===== src/rtl/regfile_pkg.sv =====
// Shared types, default widths and slicing helper for the register file.
package regfile_pkg;

    localparam int DATA_W_DEF = 32;
    localparam int ADDR_W_DEF = 5;

    typedef enum logic {
        IDLE  = 1'b0,
        CLEAR = 1'b1
    } rf_state_e;

    // LSB of field idx in a flattened vector of w-bit fields.
    function automatic int lsb_of(input int idx, input int w);
        return idx * w;
    endfunction

endpackage


===== src/rtl/rf_scoreboard.sv =====
// Pending-write scoreboard: one bit per register, set on issue, cleared on
// writeback or by the clear sweep. Produces per-port operand-ready flags.
module rf_scoreboard
    import regfile_pkg::*;
#(
    parameter int ADDR_W = ADDR_W_DEF,
    parameter int N_RD   = 2,
    parameter int BYPASS = 1
) (
    input  logic                     clk,
    input  logic                     rst_n,
    input  logic                     wr_en,     // qualified writeback (IDLE, addr != 0)
    input  logic [ADDR_W-1:0]        wr_addr,
    input  logic                     iss_en,    // qualified issue (IDLE)
    input  logic [ADDR_W-1:0]        iss_addr,
    input  logic                     swp_en,    // clear sweep active
    input  logic [ADDR_W-1:0]        swp_addr,
    input  logic [N_RD*ADDR_W-1:0]   ra,
    output logic [N_RD-1:0]          rd_ready
);

    localparam int NREG = 1 << ADDR_W;

    logic [NREG-1:0] pending, pend_nxt;

    // Next pending bits: sweep clears, then issue sets (new producer wins
    // over a same-edge writeback), then writeback clears. Bit 0 never pends.
    always_comb begin
        pend_nxt = pending;
        for (int j = 1; j < NREG; j++) begin
            if (swp_en && swp_addr == ADDR_W'(j))
                pend_nxt[j] = 1'b0;
            else if (iss_en && iss_addr == ADDR_W'(j))
                pend_nxt[j] = 1'b1;
            else if (wr_en && wr_addr == ADDR_W'(j))
                pend_nxt[j] = 1'b0;
        end
        pend_nxt[0] = 1'b0;
    end

    // Pending-bit register.
    always_ff @(posedge clk or negedge rst_n) begin
        if (!rst_n) pending <= '0;
        else        pending <= pend_nxt;
    end

    // Ready per port: r0 is always ready; a writeback completing this cycle
    // to the read address counts as ready when forwarding is enabled.
    for (genvar i = 0; i < N_RD; i++) begin : g_rdy
        logic [ADDR_W-1:0] a;
        assign a = ra[lsb_of(i, ADDR_W) +: ADDR_W];
        assign rd_ready[i] = (a == '0) || !pending[a] ||
                             ((BYPASS != 0) && wr_en && (wr_addr == a));
    end

endmodule


===== src/rtl/regfile_sb.sv =====
// Register file with N_RD async read ports, one sync write port, hardwired
// r0, write-to-read bypass, pending-write scoreboard and a clear engine.
module regfile_sb
    import regfile_pkg::*;
#(
    parameter int DATA_W = DATA_W_DEF,
    parameter int ADDR_W = ADDR_W_DEF,
    parameter int N_RD   = 2,
    parameter int BYPASS = 1
) (
    input  logic                     clk,
    input  logic                     rst_n,
    input  logic [N_RD*ADDR_W-1:0]   ra,
    output logic [N_RD*DATA_W-1:0]   rd,
    output logic [N_RD-1:0]          rd_ready,
    input  logic                     we,
    input  logic [ADDR_W-1:0]        wa,
    input  logic [DATA_W-1:0]        wd,
    input  logic                     issue_en,
    input  logic [ADDR_W-1:0]        issue_addr,
    input  logic                     clr_req,
    output logic                     busy
);

    localparam int NREG = 1 << ADDR_W;

    rf_state_e                   state, state_nxt;
    logic [ADDR_W-1:0]           cnt;
    logic                        sweep;
    logic                        idle;
    logic                        wr_en;
    logic                        iss_en;
    logic [NREG-1:0][DATA_W-1:0] regs;

    // Writes and issues only count in IDLE; during the sweep they are dropped.
    assign idle   = (state == IDLE);
    assign wr_en  = idle && we && (wa != '0);
    assign iss_en = idle && issue_en && (issue_addr != '0);

    // State register.
    always_ff @(posedge clk or negedge rst_n) begin
        if (!rst_n) state <= IDLE;
        else        state <= state_nxt;
    end

    // Next state: sweep runs from r1 up to the last register, no restart.
    always_comb begin
        state_nxt = state;
        case (state)
            IDLE:    if (clr_req) state_nxt = CLEAR;
            CLEAR:   if (cnt == '1) state_nxt = IDLE;
            default: state_nxt = IDLE;
        endcase
    end

    // FSM outputs.
    always_comb begin
        busy  = (state == CLEAR);
        sweep = (state == CLEAR);
    end

    // Sweep pointer: sits at 1 while idle; exit tested on all-ones before
    // the increment so it never needs to pass through 0.
    always_ff @(posedge clk or negedge rst_n) begin
        if (!rst_n)
            cnt <= ADDR_W'(1);
        else if (sweep)
            cnt <= (cnt == '1) ? ADDR_W'(1) : cnt + ADDR_W'(1);
        else if (clr_req)
            cnt <= ADDR_W'(1);
    end

    // Storage: sweep zeroes one register per cycle, else normal writeback.
    // r0 is never a target, so it holds its reset value of zero.
    always_ff @(posedge clk or negedge rst_n) begin
        if (!rst_n)     regs <= '0;
        else if (sweep) regs[cnt] <= '0;
        else if (wr_en) regs[wa] <= wd;
    end

    // Read muxes with optional same-cycle forwarding of write data.
    for (genvar i = 0; i < N_RD; i++) begin : g_rd
        logic [ADDR_W-1:0] a;
        assign a = ra[lsb_of(i, ADDR_W) +: ADDR_W];
        assign rd[i*DATA_W +: DATA_W] =
            (a == '0)                                  ? '0 :
            ((BYPASS != 0) && wr_en && (wa == a))      ? wd :
                                                         regs[a];
    end

    rf_scoreboard #(
        .ADDR_W (ADDR_W),
        .N_RD   (N_RD),
        .BYPASS (BYPASS)
    ) u_sb (
        .clk      (clk),
        .rst_n    (rst_n),
        .wr_en    (wr_en),
        .wr_addr  (wa),
        .iss_en   (iss_en),
        .iss_addr (issue_addr),
        .swp_en   (sweep),
        .swp_addr (cnt),
        .ra       (ra),
        .rd_ready (rd_ready)
    );

endmodule


===== config.mk =====
export PLATFORM = sky130hd
export DESIGN_NAME = regfile_sb
export DESIGN_NICKNAME = d
export VERILOG_FILES = /design/src/rtl/regfile_pkg.sv /design/src/rtl/rf_scoreboard.sv /design/src/rtl/regfile_sb.sv
export SDC_FILE = /design/constraint.sdc
export NUM_CORES = 2
export LEC_CHECK = 0
export BUFFER_PORTS_ARGS = -buffer_cell sky130_fd_sc_hd__buf_2
export CORE_ASPECT_RATIO = 0.5
export CORE_UTILIZATION = 35
export CTS_BUF_LIST = sky130_fd_sc_hd__clkbuf_8
export DETAILED_ROUTE_END_ITERATION = 8
export RECOVER_POWER = 25
export SLEW_MARGIN = 20
export SYNTH_ARGS = -nofsm -noshare
export SYNTH_HDL_FRONTEND = slang
export SYNTH_SLANG_ARGS = --single-unit

===== constraint.sdc =====
create_clock -name clk -period 3.6 [get_ports clk]
set_input_delay 0.72 -clock clk [delete_from_list [all_inputs] [get_ports clk]]
set_output_delay 0.72 -clock clk [all_outputs]
set_load 0.01 [all_outputs]

==> reports/summary.txt <==
Largest net degree at the start of global routing - 93
Max-slew headroom - -0.7131
Worst-margin pin slew - 2.570 ns
Clk pin slew, worst setup/hold paths - 0.07 ns
Final min period - 3.932 ns
Rows - 107
Port bufs - 123
Maximum VDD drop - 0.5887 mV
Failing checks - max-capacitance violations, max-slew violations, negative setup slack
Commonest non-fill, non-tap cell in the layout - dfrtp_1
TritonCTS Sinks - 1061
Critical path launch point type - flip-flop
GRT Overall Usage - 0.3295
Max Clock Freq - 0.2543 GHz
Post-synthesis mux area share - 0.2130
Number of DRC markers in iteration 0 - 9204
Final Util - 0.4271
Leak - 29.94 nW
Overall routed net length - 291600 um
Die ar. - 174300 um^2
CP Buf/Inv Count - 2
Final Hold Vio Count - 0
CP top delay family - simple AND/OR/NAND/NOR gates
Via-per-instance ratio - 6.713
Type of the most critical hold path - primary input to flip-flop
Post-synthesis async set-or-reset flop share - 1.000
Final Max Slew Viols - 34
Clk_lat worst skew - 0.98 ns
Initial antenna violation count - 12
Die height - 295.8 um
Nets - 5981
Area growth from synthesis to layout - 20.79%
TritonCTS Buffers - 173
CP Capture Type - output port
Worst setup margin - -0.3319 ns
Overall Power - 44.59 mW
Post-synthesis cell count - 5648
Worst-case clock buffer depth - 3
Vias in the first global route - 53560
Hold_sp - clr_req
H-Tree Depth - 4
Worst-path fanout max - 4
Largest family of logic cells by synthesized area - multiplexers
CORE AREA - 170800 um^2
Placed Instances - 7981
Share of layout cells above drive strength 1 - 0.2637
Pwr Density - 611.1 nW/um^2
#FFs+latches synth - 1061
Final cell count without fillers - 8347
RSZ-0062 raised after global routing - true
Worst hold margin - 0.07066 ns
Synth Flop Type - dfrtp_1
Syn_area_per_cell - 10.69 um^2
CP cell instances - nand2b_4 -> a21oi_4 -> buf_6 -> and4_4 -> or3_4 -> a211o_1 -> o211ai_1 -> buf_2
Synth Warn # - 0
Cell variety after synth - 75
Post-synthesis compound-gate area fraction - 0.1863
Wire length of the first global-routing pass - 409600 um
Max-cap violations - 1
DR vias - 56040
Status - finished with violations
Most frequent cells in the layout - 1059 x dfrtp_1, 877 x nor2_1, 747 x a211oi_1, 451 x mux2i_1, 381 x buf_4
Final ANT Viol Nets - 0
Worst Skew - 0.05704 ns
I/O pin count - 124
Post-synthesis net count - 5711
TritonCTS clock tree - yes
Total congestion overflow - 0
Worst path max stage delay - 0.46 ns
Post-Synth Simple-Gate Area - 0.1042
Synthesized cell area - 60400 um^2
Xor and xnor area share after synthesis - 0.001740
Worst setup startpoint - busy$_DFF_PN0_
Slowest cell on crit path - or3_4
Die width - 589.5 um
Final RePlAce weighted congestion - 0.9915
Endpoints failing setup - 66
EDFF count, synth - 0
Reg-to-Reg Start - busy$_DFF_PN0_
Tcrit/Tclk final - 1.092
Crit path DAT - 3.21 ns
Critical Path RT - 2.88 ns
DRC - 0
DR pass1 iterations - 9
Critical path type - flip-flop to output port
Post-Synth Adder-Cell Area - 0.001243
Root Driver - clkbuf_8
Sequential area share after synthesis - 0.4396
DP Wirelength - 178400 um
Initial Util - 0.3536
WL/cell - 34.93 um
## where the power goes
part | internal, mW | leakage [nW] | switching, mW
sequential | 15.4 | 14.6 | 3.20
clock | 5.44 | 2.00 | 5.41
combinational | 6.69 | 13.3 | 8.41
total | 27.6 | 29.9 | 17.0
## cells in the mapped netlist (14+ instances only)
cell      count  area [um^2]
dfrtp_1    1060        26530
nor2_1      951         3570
a211oi_1    756         5675
mux2i_1     455         4554
clkbuf_1    367         1378
mux4_2      354         7973
nand2_1     271         1017
o21ai_0     190        950.9
buf_2       156        780.8
o22ai_1     116        725.7
nor3_1      101        505.5
a22oi_1      97        728.2
a221oi_1     95        832.1
a21oi_1      89        445.4
a22o_1       72        630.6
o21ai_1      42        210.2
and2_1       41        256.5
buf_6        38        427.9
a221o_1      31        310.3
nor2b_1      31        193.9
nand3_1      28        140.1
buf_4        26        195.2
buf_1        24        90.09
mux2_2       23        259.0
o211ai_1     18        135.1
nor2_2       16        100.1
nand2b_1     15        93.84
a31oi_1      14        87.58
## through the flow
stage / TNS [ns] / cell area, um^2 / setup WS [ns]
finish: -10.40 / 72960 / -0.3319
detailed placement: -7.354 / 67270 / -0.5272
global route: -11.48 / 72960 / -0.3227
global placement: -7.702 / 67270 / -0.5636
CTS: -7.997 / 72230 / -0.3306
floorplan: 0 / 60400 / 0.4952
## cell type report
class                      count  area, um^2
tap                         2289        2864
fill                       16110       97870
clock inverter                91       445.4
multi-input combinational   3940       32280
sequential                  1061       26560
antenna                        9       22.52
inverter                      16       63.81
timing repair buffer         726        7772
clock buffer                 215        2959
## sequential cells by signal, summed over array words and instances (netlist names)
name and flops:
cnt 5, regs 1024, u_sb.pending 31, busy 1
## layer usage
metal  routed length, um  track usage  part of all wire
met2              115500       0.4477              0.40
met5                 269     0.008658           0.00092
met1              107900       0.4216              0.37
met3               47380       0.1488              0.16
met4               20560       0.2120             0.071
## worst paths after layout
| kind | cells after the start | slack (ns) | end |
|---|---|---|---|
| worst max-delay path | 8 | -0.33 | rd[6] |
| worst min-delay path | 2 | 0.07 | cnt[4]$_DFFE_PN0P_ |
| worst max register to register | 7 | 0.74 | regs[670]$_DFFE_PN0P_ |
| worst min register to register | 1 | 0.51 | regs[21]$_DFFE_PN0P_ |
| max in group asynchronous | 3 | 0.32 | regs[542]$_DFFE_PN0P_ |
| min in group asynchronous | 2 | 1.31 | regs[272]$_DFFE_PN0P_ |
## what timing repair did
item,CTS,global route
endpoints found under the hold margin,17,0
setup buffers,42,25
setup endpoints to repair,66,66
gates cloned,6,0
resized for setup,241,156
pin swaps,44,33
hold buffers,1,0
## logic make-up after synthesis
kind of cell	Yosys count
AOI/OAI and AO/OA	1579
adders and majority gates	6
buffers and inverters	647
xor gates and xnor gates	12
DFF	1061
muxes	835
and+or+nand+nor	1508
(Power assumes the default switching activity.)
